`src/rtl/uart_test_pkg.sv`:
```
// uart_test_pkg: shared definitions for the UART echo tester.
//   state_t      - tester FSM encoding (IDLE=0, SEND=1, WAIT=2, GAP=3, DONE=4)
//   LFSR_TAPS    - tap mask for x^8+x^6+x^5+x^4+1 (bits 7,5,4,3 of the shift reg)
//   LFSR_SEED / CNT_SEED - seeds for the two pattern flavours
//   PATTERN_SEED - seed of the flavour selected by ECHO_TESTER_LFSR_EN
//   lfsr_next()  - one Fibonacci LFSR step (shift left, feedback into bit 0)
package uart_test_pkg;

    typedef enum logic [2:0] {
        ST_IDLE = 3'd0,
        ST_SEND = 3'd1,
        ST_WAIT = 3'd2,
        ST_GAP  = 3'd3,
        ST_DONE = 3'd4
    } state_t;

    localparam logic [7:0] LFSR_TAPS = 8'hB8;
    localparam logic [7:0] LFSR_SEED = 8'h01;
    localparam logic [7:0] CNT_SEED  = 8'h00;

`ifdef ECHO_TESTER_LFSR_EN
    localparam logic [7:0] PATTERN_SEED = LFSR_SEED;
`else
    localparam logic [7:0] PATTERN_SEED = CNT_SEED;
`endif

    function automatic logic [7:0] lfsr_next(input logic [7:0] s);
        return {s[6:0], ^(s & LFSR_TAPS)};
    endfunction

endpackage

```
`src/rtl/echo_pattern_gen.sv`:
```
// echo_pattern_gen: byte pattern source for the echo tester.
// Macro ECHO_TESTER_LFSR_EN selects an 8-bit Fibonacci LFSR seeded to 8'h01;
// otherwise an incrementing counter from 8'h00 that wraps at 8'hFF.
// Ports:
//   sys_clk, sys_rst_n - clock, async active-low reset (resets to the seed)
//   load               - reload the seed (has priority over advance)
//   advance            - step to the next pattern byte
//   byte_out           - current pattern byte
module echo_pattern_gen
    import uart_test_pkg::*;
(
    input  logic       sys_clk,
    input  logic       sys_rst_n,
    input  logic       load,
    input  logic       advance,
    output logic [7:0] byte_out
);

    logic [7:0] pat_q, pat_d;

    always_comb begin
        pat_d = pat_q;
        if (load) begin
            pat_d = PATTERN_SEED;
        end else if (advance) begin
`ifdef ECHO_TESTER_LFSR_EN
            pat_d = lfsr_next(pat_q);
`else
            pat_d = pat_q + 8'd1;
`endif
        end
    end

    always_ff @(posedge sys_clk or negedge sys_rst_n) begin
        if (!sys_rst_n) pat_q <= PATTERN_SEED;
        else            pat_q <= pat_d;
    end

    assign byte_out = pat_q;

endmodule

```
`src/rtl/uart_echo_tester.sv`:
```
// uart_echo_tester: UART loopback initiator. Sends a byte pattern through
// uart_hs, waits for each echo, and counts passes, mismatches and timeouts.
// Pattern flavour selected by macro ECHO_TESTER_LFSR_EN (see echo_pattern_gen).
// Ports:
//   sys_clk, sys_rst_n          - clock, async active-low reset
//   start, stop                 - run control pulses (stop wins)
//   uart_rec, uart_data_out     - received byte strobe/data from uart_hs
//   uart_send, uart_data_in     - transmit request/data to uart_hs
//   running, done               - status (SEND/WAIT/GAP, DONE)
//   pass_cnt, err_cnt, timeout_cnt, last_rx - results
module uart_echo_tester
    import uart_test_pkg::*;
#(
    parameter int TIMEOUT_CYCLES = 500000,
    parameter int GAP_CYCLES     = 1000,
    parameter int NUM_BYTES      = 256
) (
    input  logic        sys_clk,
    input  logic        sys_rst_n,
    input  logic        start,
    input  logic        stop,
    input  logic        uart_rec,
    input  logic [7:0]  uart_data_out,
    output logic        uart_send,
    output logic [7:0]  uart_data_in,
    output logic        running,
    output logic        done,
    output logic [15:0] pass_cnt,
    output logic [7:0]  err_cnt,
    output logic [7:0]  timeout_cnt,
    output logic [7:0]  last_rx
);

    localparam int TW = (TIMEOUT_CYCLES > 1) ? $clog2(TIMEOUT_CYCLES) : 1;
    localparam int GW = (GAP_CYCLES > 1) ? $clog2(GAP_CYCLES) : 1;
    localparam logic [TW-1:0] TIMER_LAST = TW'(TIMEOUT_CYCLES - 1);
    localparam logic [GW-1:0] GAP_LAST   = GW'(GAP_CYCLES - 1);
    localparam logic [15:0]   NB         = 16'(NUM_BYTES);
    localparam bit            BOUNDED    = (NUM_BYTES != 0);

    state_t        state_q, state_d;
    logic [TW-1:0] timer_q, timer_d;
    logic [GW-1:0] gap_q, gap_d;
    logic [7:0]    data_q, data_d;
    logic [15:0]   sent_q, sent_d;
    logic [15:0]   pass_q, pass_d;
    logic [7:0]    err_q, err_d;
    logic [7:0]    to_q, to_d;
    logic [7:0]    last_rx_q, last_rx_d;
    logic          pat_load, pat_adv;
    logic [7:0]    pat_byte;

    echo_pattern_gen u_pat (
        .sys_clk   (sys_clk),
        .sys_rst_n (sys_rst_n),
        .load      (pat_load),
        .advance   (pat_adv),
        .byte_out  (pat_byte)
    );

    always_comb begin
        state_d   = state_q;
        timer_d   = timer_q;
        gap_d     = gap_q;
        data_d    = data_q;
        sent_d    = sent_q;
        pass_d    = pass_q;
        err_d     = err_q;
        to_d      = to_q;
        last_rx_d = last_rx_q;
        pat_load  = 1'b0;
        pat_adv   = 1'b0;

        // stop overrides everything: results freeze, nothing else moves
        if (stop) begin
            state_d = ST_IDLE;
        end else begin
            unique case (state_q)
                ST_IDLE, ST_DONE: begin
                    // Counters are cleared on start, not while idle, so a
                    // stopped run's results stay on the display.
                    if (start) begin
                        state_d  = ST_SEND;
                        pat_load = 1'b1;
                        data_d   = PATTERN_SEED;
                        sent_d   = '0;
                        pass_d   = '0;
                        err_d    = '0;
                        to_d     = '0;
                    end
                end
                ST_SEND: begin
                    sent_d  = sent_q + 16'd1;
                    timer_d = '0;
                    state_d = ST_WAIT;
                end
                ST_WAIT: begin
                    // A receive in the timeout cycle beats the timeout.
                    // The pattern advances on GAP entry so the new byte is
                    // ready even when GAP is a single cycle.
                    if (uart_rec) begin
                        last_rx_d = uart_data_out;
                        if (uart_data_out == data_q) pass_d = pass_q + 16'd1;
                        else if (err_q != 8'hFF)     err_d  = err_q + 8'd1;
                        gap_d   = '0;
                        pat_adv = 1'b1;
                        state_d = ST_GAP;
                    end else if (timer_q == TIMER_LAST) begin
                        if (to_q != 8'hFF) to_d = to_q + 8'd1;
                        gap_d   = '0;
                        pat_adv = 1'b1;
                        state_d = ST_GAP;
                    end else begin
                        timer_d = timer_q + 1'b1;
                    end
                end
                ST_GAP: begin
                    if (gap_q == GAP_LAST) begin
                        if (BOUNDED && sent_q == NB) begin
                            state_d = ST_DONE;
                        end else begin
                            state_d = ST_SEND;
                            data_d  = pat_byte;
                        end
                    end else begin
                        gap_d = gap_q + 1'b1;
                    end
                end
                default: state_d = ST_IDLE;
            endcase
        end
    end

    always_ff @(posedge sys_clk or negedge sys_rst_n) begin
        if (!sys_rst_n) begin
            state_q   <= ST_IDLE;
            timer_q   <= '0;
            gap_q     <= '0;
            data_q    <= '0;
            sent_q    <= '0;
            pass_q    <= '0;
            err_q     <= '0;
            to_q      <= '0;
            last_rx_q <= '0;
        end else begin
            state_q   <= state_d;
            timer_q   <= timer_d;
            gap_q     <= gap_d;
            data_q    <= data_d;
            sent_q    <= sent_d;
            pass_q    <= pass_d;
            err_q     <= err_d;
            to_q      <= to_d;
            last_rx_q <= last_rx_d;
        end
    end

    assign uart_send    = (state_q == ST_SEND);
    assign uart_data_in = data_q;
    assign running      = (state_q == ST_SEND) || (state_q == ST_WAIT) || (state_q == ST_GAP);
    assign done         = (state_q == ST_DONE);
    assign pass_cnt     = pass_q;
    assign err_cnt      = err_q;
    assign timeout_cnt  = to_q;
    assign last_rx      = last_rx_q;

endmodule

```
`config.mk`:
```
export PLATFORM = sky130hd
export DESIGN_NAME = uart_echo_tester
export DESIGN_NICKNAME = d
export VERILOG_FILES = /design/src/rtl/uart_test_pkg.sv /design/src/rtl/echo_pattern_gen.sv /design/src/rtl/uart_echo_tester.sv
export SDC_FILE = /design/constraint.sdc
export NUM_CORES = 1
export LEC_CHECK = 0
export BUFFER_PORTS_ARGS = -buffer_cell sky130_fd_sc_hd__buf_4
export CAP_MARGIN = 10
export CORE_MARGIN = 3
export CORE_UTILIZATION = 59
export DETAILED_ROUTE_END_ITERATION = 12
export GPL_TIMING_DRIVEN = 0
export PLACE_DENSITY = 0.8
export SLEW_MARGIN = 20
export SYNTH_ARGS = -nofsm -noshare
export SYNTH_HDL_FRONTEND = slang
export SYNTH_SLANG_ARGS = --single-unit
```
`constraint.sdc`:
```
create_clock -name sys_clk -period 2.9 [get_ports sys_clk]
set_input_delay 0.145 -clock sys_clk [delete_from_list [all_inputs] [get_ports sys_clk]]
set_output_delay 0.145 -clock sys_clk [all_outputs]
set_load 0.02 [all_outputs]
```
# Yosys cells after proc, flatten, opt, wreduce, memory -nomap -nowiden
# Cells that the tools add are included.
[totals]
ff_bits = 104
latch_bits = 0
ramBits = 0
mem_bits_ro = 0
in_bits = 13
out_inout_bits = 51
elab_cells = 103
n_memories = 0
[classes]
add_sub_neg = 7
mul = 0
n_div = 0
n_lt_le_gt_ge = 0
eq_ne = 26
shift = 0
muxes = 40
bitwise = 1
n_reduce_logical = 19
[ops]
columns = ["op", "n"]
rows = [
  ["$mux W8", 11],
  ["$pmux W16 S2", 2],
  ["$mux W16", 3],
  ["$pmux W8 S2", 3],
  ["$mux W19", 2],
  ["$pmux W19 S2", 1],
  ["$add A16 B1 Y16 const B", 2],
  ["$mux W10", 3],
  ["$add A8 B1 Y8 const B", 3],
  ["$ne A2 B2 Y1 const B", 12],
  ["$pmux W10 S2", 1],
  ["$add A19 B1 Y19 const B", 1],
  ["$eq A19 B19 Y1 const B", 1],
  ["$mux W3", 6],
  ["$eq A16 B9 Y1 const B", 1],
  ["$ne A8 B8 Y1 const B", 2],
  ["$pmux W3 S4", 1],
  ["$reduce_and A6 Y1", 2],
  ["$reduce_bool A2 Y1", 6],
  ["$add A10 B1 Y10 const B", 1],
  ["$eq A10 B10 Y1 const B", 1],
  ["$reduce_and A5 Y1", 2],
  ["$ne A3 B3 Y1 const B", 3],
  ["$reduce_and A3 Y1", 3],
  ["other kinds (11)", 20],
]

# Longest topological paths before layout
# Gate-level depths: netlist of run 1.
[depth]
word_depth = 7
mapped_depth = 9
mapped_depth_nobuf = 7

# Hierarchy
# Synthesis of run 1 repeated with hierarchy kept, for this count alone.
[unflattened]
hier_cells = 599
hier_area_um2 = 5720.5
[by_module_without_submodules]
columns = ["module", "instances", "cells_per_inst", "area_per_inst_um2", "seq_area_each_um2"]
rows = [
  ["uart_echo_tester", 1, 562, 5323.9, 2402.3],
  ["echo_pattern_gen", 1, 37, 396.6, 200.2],
]

# Worst setup path after synthesis of run 1
# OpenSTA, ideal clock, no wires.
[synth_path]
path_type = "flip-flop to flip-flop"
start = "reg gap_q[0]"
end = "reg gap_q[4]"
arrival_ns = 1.905
path_slack_ns = 0.869
stages_incl_launch_ff = 8
n_path_buf = 1
period_less_slack_ns = 2.031
cell_sequence = "dfrtp_1 -> ha_1 -> nand4b_1 -> nor3_1 -> a2111o_1 -> or2_1 -> clkbuf_2 -> a221o_1"
[synth_via]
elab_chain_len = 3
elab_cells_between_ends = 6
classes_between = "1 x add/sub; 2 x eq/ne; 2 x mux; 1 x reduce/logical"
[synth_rtl]
columns = ["item", "line", "source"]
rows = [
  ["start: declaration", "uart_echo_tester.sv:43", "logic [GW-1:0] gap_q, gap_d;"],
  ["start signal: assignment", "uart_echo_tester.sv:148", "gap_q <= gap_d;"],
  ["$add A10 B1 Y10 / $eq A10 B10 Y1 (equally long branches)", "uart_echo_tester.sv:126, uart_echo_tester.sv:118", ""],
  ["$mux W10 / $ne A2 B2 Y1 (equally long branches)", "n/a", ""],
  ["$pmux W10 S2 / $reduce_and A4 Y1 (equally long branches)", "n/a", ""],
]
# Several ways; a longest one is shown, not always the timed one. The select of a mux whose other input is x is not followed.
# A chain may end at the register's enable or synchronous reset.

# Final worst setup path of run 1
[layout_path]
start = "reg data_q[7], in the netlist uart_data_in[7]"
end = "reg pass_q[7], in the netlist pass_cnt[7]"
[layout_via]
elab_chain_len = 3
[layout_rtl]
columns = ["item", "line", "source"]
rows = [
  ["start: declaration", "uart_echo_tester.sv:44", "logic [7:0] data_q, data_d;"],
  ["start signal: assignment", "uart_echo_tester.sv:149", "data_q <= data_d;"],
  ["$eq A8 B8 Y1", "uart_echo_tester.sv:103", "if (uart_data_out == data_q) pass_d = pass_q + 16'd1;"],
  ["$ne A2 B2 Y1 (no line)", "n/a", ""],
  ["$reduce_and A5 Y1 (no line)", "n/a", ""],
  ["end signal: assignment", "uart_echo_tester.sv:151", "pass_q <= pass_d;"],
  ["end: declaration", "uart_echo_tester.sv:46", "logic [15:0] pass_q, pass_d;"],
]
# Every way passes these cells.

==> results of run 1 <==
critical path: cells and delay by family, from the launching register on:
kind,cells,cell delay (ns)
buffers and inverters,2,0.44
AOI/OAI and AO/OA,3,0.58
DFF,1,0.42
xor gates and xnor gates,1,0.17
and+or+nand+nor,1,0.79
cell families (layout without fill, tap and decap cells):
family | Yosys count | after routing | synth area share (%)
multiplexers | 17 | 17 | 3.19
buffers and inverters | 37 | 116 | 2.80
adder cells (fa/ha/maj) | 8 | 8 | 1.73
AND/OR/NAND/NOR | 279 | 279 | 26.8
AO/OA/AOI/OAI | 123 | 123 | 15.0
XOR/XNOR | 35 | 35 | 5.31
flip-flops | 104 | 104 | 45.1
where the power goes:
| group | switching (mW) | leakage (nW) | total (mW) | internal [mW] |
|---|---|---|---|---|
| logic | 0.491 | 1.41 | 0.833 | 0.342 |
| clock network | 0.516 | 0.104 | 1.00 | 0.488 |
| registers | 0.156 | 1.43 | 1.75 | 1.59 |
flip-flops by register name (all words and copies together), names as in the netlist:
name	flops
sent_q	16
gap_q	10
pass_cnt	16
u_pat.byte_out	8
last_rx	8
timer_q	19
uart_data_in	8
state_q	3
err_cnt	8
timeout_cnt	8
layer usage:
layer / global-route usage (%) / vias to the layer above / share of wire [%]
met3: 6.92 / 26 / 7.2
met5: 0 / - / 0.049
met4: 7.22 / 2 / 1.4
met1: 37.2 / 2472 / 43
met2: 44.6 / 203 / 49
li1: - / 2391 / -
how the worst min path moves through the flow:
stage / cells after the start / endpoint / slack, ns
3_3_place_gp: 2 / last_rx[5] / 0.40
3_5_place_dp: 1 / err_cnt[4] / 0.33
5_1_grt: 2 / last_rx[0] / 0.005
4_1_cts: 2 / last_rx[5] / 0.008
6_report: 2 / last_rx[2] / 0.009
2_1_floorplan: 0 / err_cnt[0] / -0.15
synth_stat cells (5+ instances only):
cell      count  share of area (%)
o31ai_1      10                1.3
and3_1       15                1.6
nand4_1      13                1.4
nor2b_1       8               0.87
xnor2_1      19                2.9
and2_1        9               0.98
nor4_1       14                1.5
nor2_1       60                3.9
o21ai_0      23                2.0
a221o_1       6                1.0
nor3_1       13                1.1
ha_1          8                1.7
a21oi_1      21                1.8
a22o_1       12                1.8
nand2_1      48                3.1
or4_1        10                1.3
inv_1        12               0.78
mux2i_1       6                1.0
or2_2         7               0.76
o211ai_1      9                1.2
and4_1        5               0.76
nand3_1      34                2.9
mux2_2       11                2.1
xor2_1       16                2.4
or3_1        12                1.3
dfrtp_1     104                 45
clkbuf_1     12               0.78
buf_2        10               0.87
per-stage QoR:
step / util [%] / cells
6_report: 70.7 / 811
5_1_grt: 70.7 / 811
4_1_cts: 70.7 / 811
3_5_place_dp: 68.3 / 794
3_3_place_gp: 68.3 / 794
2_1_floorplan: - / 603
repair_timing:
action | in CTS | in global routing
hold buffers | 1 | 0
resized for setup | 0 | 0
endpoints found under the hold margin | 104 | 0
setup buffers | 0 | 0
layout make-up:
type	instances	share of cell area [%]
repair buffers	63	7.23
flip-flops and latches	104	39.3
clock buffers	11	1.98
inverters	12	0.680
well taps	129	2.44
clock inverters	5	1.23
multi-input cells	462	45.4
plain buffers	25	1.76
==> impl_metrics.ini, run 1 <==
[critical_path]
rr_worst_depth = 7
cp_slowest_cell = nor4_1
reg2reg_from = uart_data_in[7]
max_stage_delay_ns = 0.79
cp_max_fo = 10
r2r_slack_ns = 0.36
critPathLaunchType = flop
path_cells = xor2_1 -> nor4_1 -> a21oi_2 -> buf_2 -> buf_2 -> o31ai_1 -> o41ai_1
r2r_end = pass_cnt[7]
critPathRequiredTime_ns = 3.16
end_kind = flop
worstSetupPathType = reg -> reg
arrival_ns = 2.80
cp-startpoint = uart_data_in[7]
crit_top_cell = buf_2
cp-endpoint = pass_cnt[7]

[routing]
drt_iter0_markers = 404
drt_wl_total_um = 14400
viasPerCell = 6.28
vias = 5094
firstDrtPassIters = 5
drt.antenna.violating_nets = 0
avgRoutedWirePerCell_um = 17.8
drc = 0

[global_routing]
grt_pass1_vias = 5147
grt_usage_pct = 27.6
grt_overflow = 0
antenna_found_initial = 1
grt_pass1_wl_um = 25000
grt_max_degree = 105

[cells_and_area]
fin_nets = 698
layout_commonest_cell = dfrtp_1
ff_latch_area_um2 = 2600
n_antenna_cell = 0
nFillCells = 732
multi_input_area_um2 = 3010
final_cell_mix = dfrtp_1 (104), buf_4 (61), nor2_1 (60)
stdcell_area_um2 = 6630
areaGrowthSynthToFinish_pct = 14.8
drive_above_1_share_pct = 17.7

[sta]
holdWs_ns = 0.00885
setup_slack_ns = 0.357
hold_viol = 0
tns_ns = 0
setup_viol = 0
period_share_pct = 87.7
worst_slew_pin_slew_ns = 0.950
rsz0062_at_grt = false
finClkSkew_ns = 0.0135
max_freq_mhz = 393
fin_crit_ns = 2.54
relSlewSlack_pct = 36.7
slew_violations = 0

[placement]
portBuffers = 62
gp_congestion = 0.899
placed_area_um2 = 6400
place_hpwl_um = 10100
preCtsSetupSlack_ns = 0.376

[cts]
cts.sinks = 104
cts_buffer_depth = 2
cts_tree = done
root_buffer = clkbuf_8
htree_levels = 3
clock_latency_ns = 0.39
cts-buffers-inserted = 9
clkTransAtPathRegs_ns = 0.10

[yosys]
yosysUniqueCellTypes = 66
syn_nets = 624
synthFlopType = dfrtp_1
synth_cells = 603
synth_edf_count = 0
ys_ff_latch = 104
avgSynthCellArea_um2 = 9.57
yosysSeqAreaShare_pct = 45.1
async_flop_share_pct = 100
syn_area_um2 = 5770
ys_warn_count = 0

[run_status]
run_status = complete, no violations

[pwr]
power.total_mw = 3.58
ir_drop_v = 0.000449
leakage_nw = 2.94
power_density_nw_per_um2 = 541

[worst_hold_path]
hp-class = in -> reg
worst_hold_startpoint = uart_data_out[2]

[die]
fp.coreArea_um2 = 9370
dieHeight_um = 105
die_area_um2 = 11000
ios = 64
die_width_um = 105
start_util_pct = 61.6
row_count = 35

[job]
max-cap-violations = 0
No activity file was read; power rests on OpenSTA's default activity.
==> run 2, diff against run 1 <==
--- a/config.mk
+++ b/config.mk
@@ -10,9 +10,9 @@
 export CORE_MARGIN = 3
 export CORE_UTILIZATION = 59
 export DETAILED_ROUTE_END_ITERATION = 12
-export GPL_TIMING_DRIVEN = 0
 export PLACE_DENSITY = 0.8
 export SLEW_MARGIN = 20
 export SYNTH_ARGS = -nofsm -noshare
 export SYNTH_HDL_FRONTEND = slang
+export SYNTH_HIERARCHICAL = 1
 export SYNTH_SLANG_ARGS = --single-unit
==> impl_metrics.ini, run 2 <==
[run_status]
run_status = complete, no violations

[sta]
period_share_pct = 88.7
setup_viol = 0
worst_slew_pin_slew_ns = 1.03
fin_crit_ns = 2.57
rsz0062_at_grt = false
holdWs_ns = 0.0570
relSlewSlack_pct = 30.6
setup_slack_ns = 0.327
slew_violations = 0
hold_viol = 0
max_freq_mhz = 389
finClkSkew_ns = 0.0115
tns_ns = 0

[cts]
root_buffer = clkbuf_8
clock_latency_ns = 0.37
cts_buffer_depth = 2
cts_tree = done
cts.sinks = 104
clkTransAtPathRegs_ns = 0.10
htree_levels = 3
cts-buffers-inserted = 9

[yosys]
yosysSeqAreaShare_pct = 45.5
ys_ff_latch = 104
synth_edf_count = 0
synth_top_cell_area_share_pct = 45.5
synth.most_common_cell = dfrtp_1
yosysUniqueCellTypes = 61
avgSynthCellArea_um2 = 9.55
ys_warn_count = 6
async_flop_share_pct = 100
syn_nets = 620
synth_cells = 599
ys_top_cells_by_count = dfrtp_1 (104), nand2_1 (67), nor2_1 (47)
syn_area_um2 = 5720
synthFlopType = dfrtp_1
synth_area_leaders = dfrtp_1 (45%), nand2_1 (4.4%), xor2_1 (3.7%)
yosysTopAreaCell = dfrtp_1

[pwr]
power_density_nw_per_um2 = 519
clkPwrFrac_pct = 29.3
pwr-share-comb_pct = 20.7
switching_share_pct = 31.2
leakage_nw = 2.96
pwr-share-seq_pct = 49.9
power.total_mw = 3.48
ir_drop_v = 0.000382
p_switching_mw = 1.09
p_int_mw = 2.39

[cells_and_area]
layout_commonest_cell = dfrtp_1
final_cells = 807
largest_reg_flops = 19
n_antenna_cell = 0
nFillCells = 709
final_cell_mix = dfrtp_1 (104), buf_4 (78), nand2_1 (67)
areaGrowthSynthToFinish_pct = 17.0
stdcell_area_um2 = 6690
final_core_utilization_pct = 71.8
fin_nets = 694
drive_above_1_share_pct = 17.3
largest-register = timer_q

[global_routing]
gr-usage-met1_pct = 32.5
grt_usage_pct = 26.0
grt.busiest_layer = met2
grt_pass1_wl_um = 23700
antenna_found_initial = 0
grtUsageMet3_pct = 5.09
grt_overflow = 0
grt_pass1_vias = 5015
met2_usage_pct = 44.6
grt_max_degree = 87

[critical_path]
critPathRequiredTime_ns = 3.15
cp-endpoint = sent_q[14]
cp-startpoint = state_q[0]
end_kind = flop
critPathLaunchType = flop
arrival_ns = 2.82
reg2reg_from = state_q[0]
r2r_end = sent_q[14]
r2r_slack_ns = 0.33
cp_max_fo = 11
rr_worst_depth = 6
worstSetupPathType = reg -> reg

[die]
ios = 64
die_width_um = 104
die_area_um2 = 10900
dieHeight_um = 104
row_count = 35
fp.coreArea_um2 = 9330
start_util_pct = 61.3

[placement]
placed_cells = 782
gp_congestion = 0.876
preCtsSetupSlack_ns = 0.388
placed_area_um2 = 6370
place_hpwl_um = 9630
portBuffers = 63

[routing]
drt_iter0_markers = 348
firstDrtPassIters = 5
viasPerCell = 6.31
vias = 5090
drt_wl_total_um = 13800
avgRoutedWirePerCell_um = 17.1
drc = 0
drt.antenna.violating_nets = 0

[worst_hold_path]
hp-class = in -> reg

[job]
max-cap-violations = 0
[run 2: changes by cell type after synthesis, moves of 7 or more]
cell	previous run	this run
mux2_2	11	2
nand2_1	48	67
nand2b_1	2	9
nand4_1	13	26
nor2_1	60	47
nor2b_1	8	1
nor4_1	14	6
or4_1	10	21
xor2_1	16	24
[run 2: power by group through the flow]
stage	clock network (mW)	logic, mW	registers [mW]
finish	1.02	0.721	1.74
floorplan	0	0.347	1.81
detailed placement	0	0.709	1.76
global placement	0	0.693	1.75
CTS	1.04	0.721	1.73
global route	1.11	0.800	1.75
[run 2: final cells by class]
type                            count  area, um^2  share of cell area, %
Multi-Input combinational cell    453        2950                   44.0
Sequential cell                   104        2600                   38.9
Timing Repair Buffer               88         687                   10.3
Tap cell                          129         161                   2.41
Clock buffer                       10         138                   2.06
Clock inverter                      6        92.6                   1.38
Inverter                           17        63.8                  0.953
[run 2: critical path, cell delays in order (launching register included)]
cell       delay, ns
dfrtp_1         0.57
buf_4           0.24
or4b_2          0.76
a2111oi_4       0.48
nand3_1         0.17
xor2_1          0.17
nor2_1          0.05
[run 2: worst min path at each step]
stage | start | to | slack (ns) | cells past startpoint
after global routing | stop | state_q[2] | 0.06 | 2
after floorplan | sys_rst_n | err_cnt[0] | -0.15 | 0
after global placement | uart_data_out[0] | last_rx[0] | 0.35 | 3
after detailed placement | uart_data_out[1] | last_rx[1] | 0.36 | 3
after CTS | sys_rst_n | sent_q[6] | 0.002 | 1
final | stop | state_q[2] | 0.06 | 2
[run 2: kinds of logic after synthesis]
group	share of synthesized area, %
AO/OA/AOI/OAI	15.3
XOR/XNOR	5.82
adder cells (fa/ha/maj)	1.75
buffers and inverters	3.06
flip-flops	45.5
multiplexers	1.62
AND/OR/NAND/NOR	27.0
[run 2: repair_timing]
| item | CTS | global route |
|---|---|---|
| hold buffers | 8 | 1 |
| setup buffers | 0 | 0 |
| endpoints found under the hold margin | 8 | 84 |
| resized for setup | 0 | 0 |
[run 2: metal layers]
metal  share of wire (%)  vias up  wire, um
li1                    -     2373         -
met1                  42     2553      5830
met2                  51      137      7110
met3                 4.4       27       604
met4                 2.0        0       280
met5                   0        -         0
==> run 3, diff against run 2 <==
==> constraint.sdc (replaced) <==
create_clock -name sys_clk -period 2.94 [get_ports sys_clk]
set_input_delay 0.147 -clock sys_clk [delete_from_list [all_inputs] [get_ports sys_clk]]
set_output_delay 0.147 -clock sys_clk [all_outputs]
set_load 0.02 [all_outputs]
==> impl_metrics.ini, run 3 (synthesis results as in run 2) <==
[worst_hold_path]
hp-class = in -> reg

[sta]
rsz0062_at_grt = false
worst_slew_pin_slew_ns = 1.03
finClkSkew_ns = 0.0107
slew_violations = 0
fin_crit_ns = 2.63
relSlewSlack_pct = 30.9
period_share_pct = 89.5
setup_viol = 0
hold_viol = 0
max_freq_mhz = 380
tns_ns = 0

[global_routing]
grt_overflow = 0
antenna_found_initial = 0
grt_max_degree = 59
grt_pass1_vias = 4915
grt_pass1_wl_um = 23500
grt_usage_pct = 25.9

[cts]
clkTransAtPathRegs_ns = 0.09
clock_latency_ns = 0.38
cts-buffers-inserted = 9
root_buffer = clkbuf_8
cts_buffer_depth = 2
cts_tree = done
cts.sinks = 104
postCtsSetupBuffers = 0
htree_levels = 3

[pwr]
power_density_nw_per_um2 = 486
power.total_mw = 3.21
leakage_nw = 2.91
ir_drop_v = 0.000263

[run_status]
run_status = complete, no violations

[routing]
vias = 4932
drc = 0
viasPerCell = 6.14
drt.antenna.violating_nets = 0
drt_wl_total_um = 13400
drt_iter0_markers = 362
firstDrtPassIters = 5
avgRoutedWirePerCell_um = 16.7

[cells_and_area]
drive_above_1_share_pct = 16.5
nFillCells = 705
largest_reg_flops = 19
areaGrowthSynthToFinish_pct = 15.5
final_cell_mix = dfrtp_1 (104), buf_4 (74), nand2_1 (67)
multi_input_area_um2 = 2950
fin_nets = 690
n_antenna_cell = 0
ff_latch_area_um2 = 2600
largest-register = timer_q
layout_commonest_cell = dfrtp_1

[critical_path]
path_cells = nand3b_2 -> a211o_1 -> or4_4 -> or4_1 -> a21oi_1
critPathLaunchType = flop
end_kind = flop
cp_max_fo = 15
worstSetupPathType = reg -> reg
critPathRequiredTime_ns = 3.24
arrival_ns = 2.93
path_buf_inv = 0
cp_top_family = simple AND/OR/NAND/NOR gates
max_stage_delay_ns = 0.62
cp_slowest_cell = or4_4

[placement]
place_hpwl_um = 9580
portBuffers = 63
gp_congestion = 0.839

[die]
row_count = 35
dieHeight_um = 104
ios = 64
die_width_um = 104
die_area_um2 = 10900
fp.coreArea_um2 = 9330
start_util_pct = 61.3

[job]
max-cap-violations = 0
[run 3: changes by cell type in the layout (fill, tap and decap cells not counted)]
| cell | previous run | this run |
|---|---|---|
| buf_4 | 78 | 74 |
| bufinv_16 | 2 | 0 |
| clkbuf_1 | 0 | 2 |
| clkinv_2 | 0 | 2 |
| buf_12 | 0 | 1 |
| buf_6 | 1 | 0 |
| clkbuf_8 | 10 | 9 |
| clkinv_4 | 2 | 1 |
[run 3: area by class of cell]
type | instances | share of cell area (%)
timing repair buffer | 84 | 10.1
clock inverter | 5 | 0.511
multi-input combinational | 453 | 44.6
inverter | 17 | 0.966
tap | 129 | 2.44
clock buffer | 11 | 1.99
sequential | 104 | 39.4
[run 3: final timing paths]
kind                            start           end  slack [ns]  cells past startpoint
min reg2reg                last_rx[3]    last_rx[3]        0.49                      2
min                              stop    state_q[2]        0.07                      2
max in group asynchronous   sys_rst_n   timer_q[15]        1.85                      3
min in group asynchronous   sys_rst_n     sent_q[7]        0.37                      2
max reg2reg                state_q[2]  pass_cnt[15]        0.31                      5
max                        state_q[2]  pass_cnt[15]        0.31                      5
[run 3: what timing repair did]
action                    4_1_cts  5_1_grt
gates resized for setup         0        0
hold buffers                    9        0
hold endpoints to repair       65        0
[run 3: power by group]
part	leakage [nW]	internal (mW)	switching, mW
clock	0.0793	0.307	0.483
sequential	1.43	1.56	0.144
combinational	1.40	0.288	0.423
total	2.91	2.16	1.05
[run 3: per-stage QoR]
step | setup slack [ns] | instances | hold WS (ns) | util, % | cell area (um^2)
global route | 0.166 | 803 | 0.0780 | 70.8 | 6610
CTS | 0.337 | 803 | 0.0577 | 70.8 | 6610
finish | 0.309 | 803 | 0.0750 | 70.8 | 6610
detailed placement | 0.368 | 778 | 0.264 | 68.1 | 6350
floorplan | 0.159 | 599 | -0.149 | - | 5720
global placement | 0.414 | 778 | 0.252 | 68.1 | 6350
[run 3: layer usage]
layer	vias up	wire [um]	share of wire, %	GRT usage, %
met4	0	202	1.5	6.84
met3	24	617	4.6	5.03
li1	2365	-	-	-
met2	138	6730	50	43.7
met1	2405	5840	44	34.1
met5	-	0	0	0
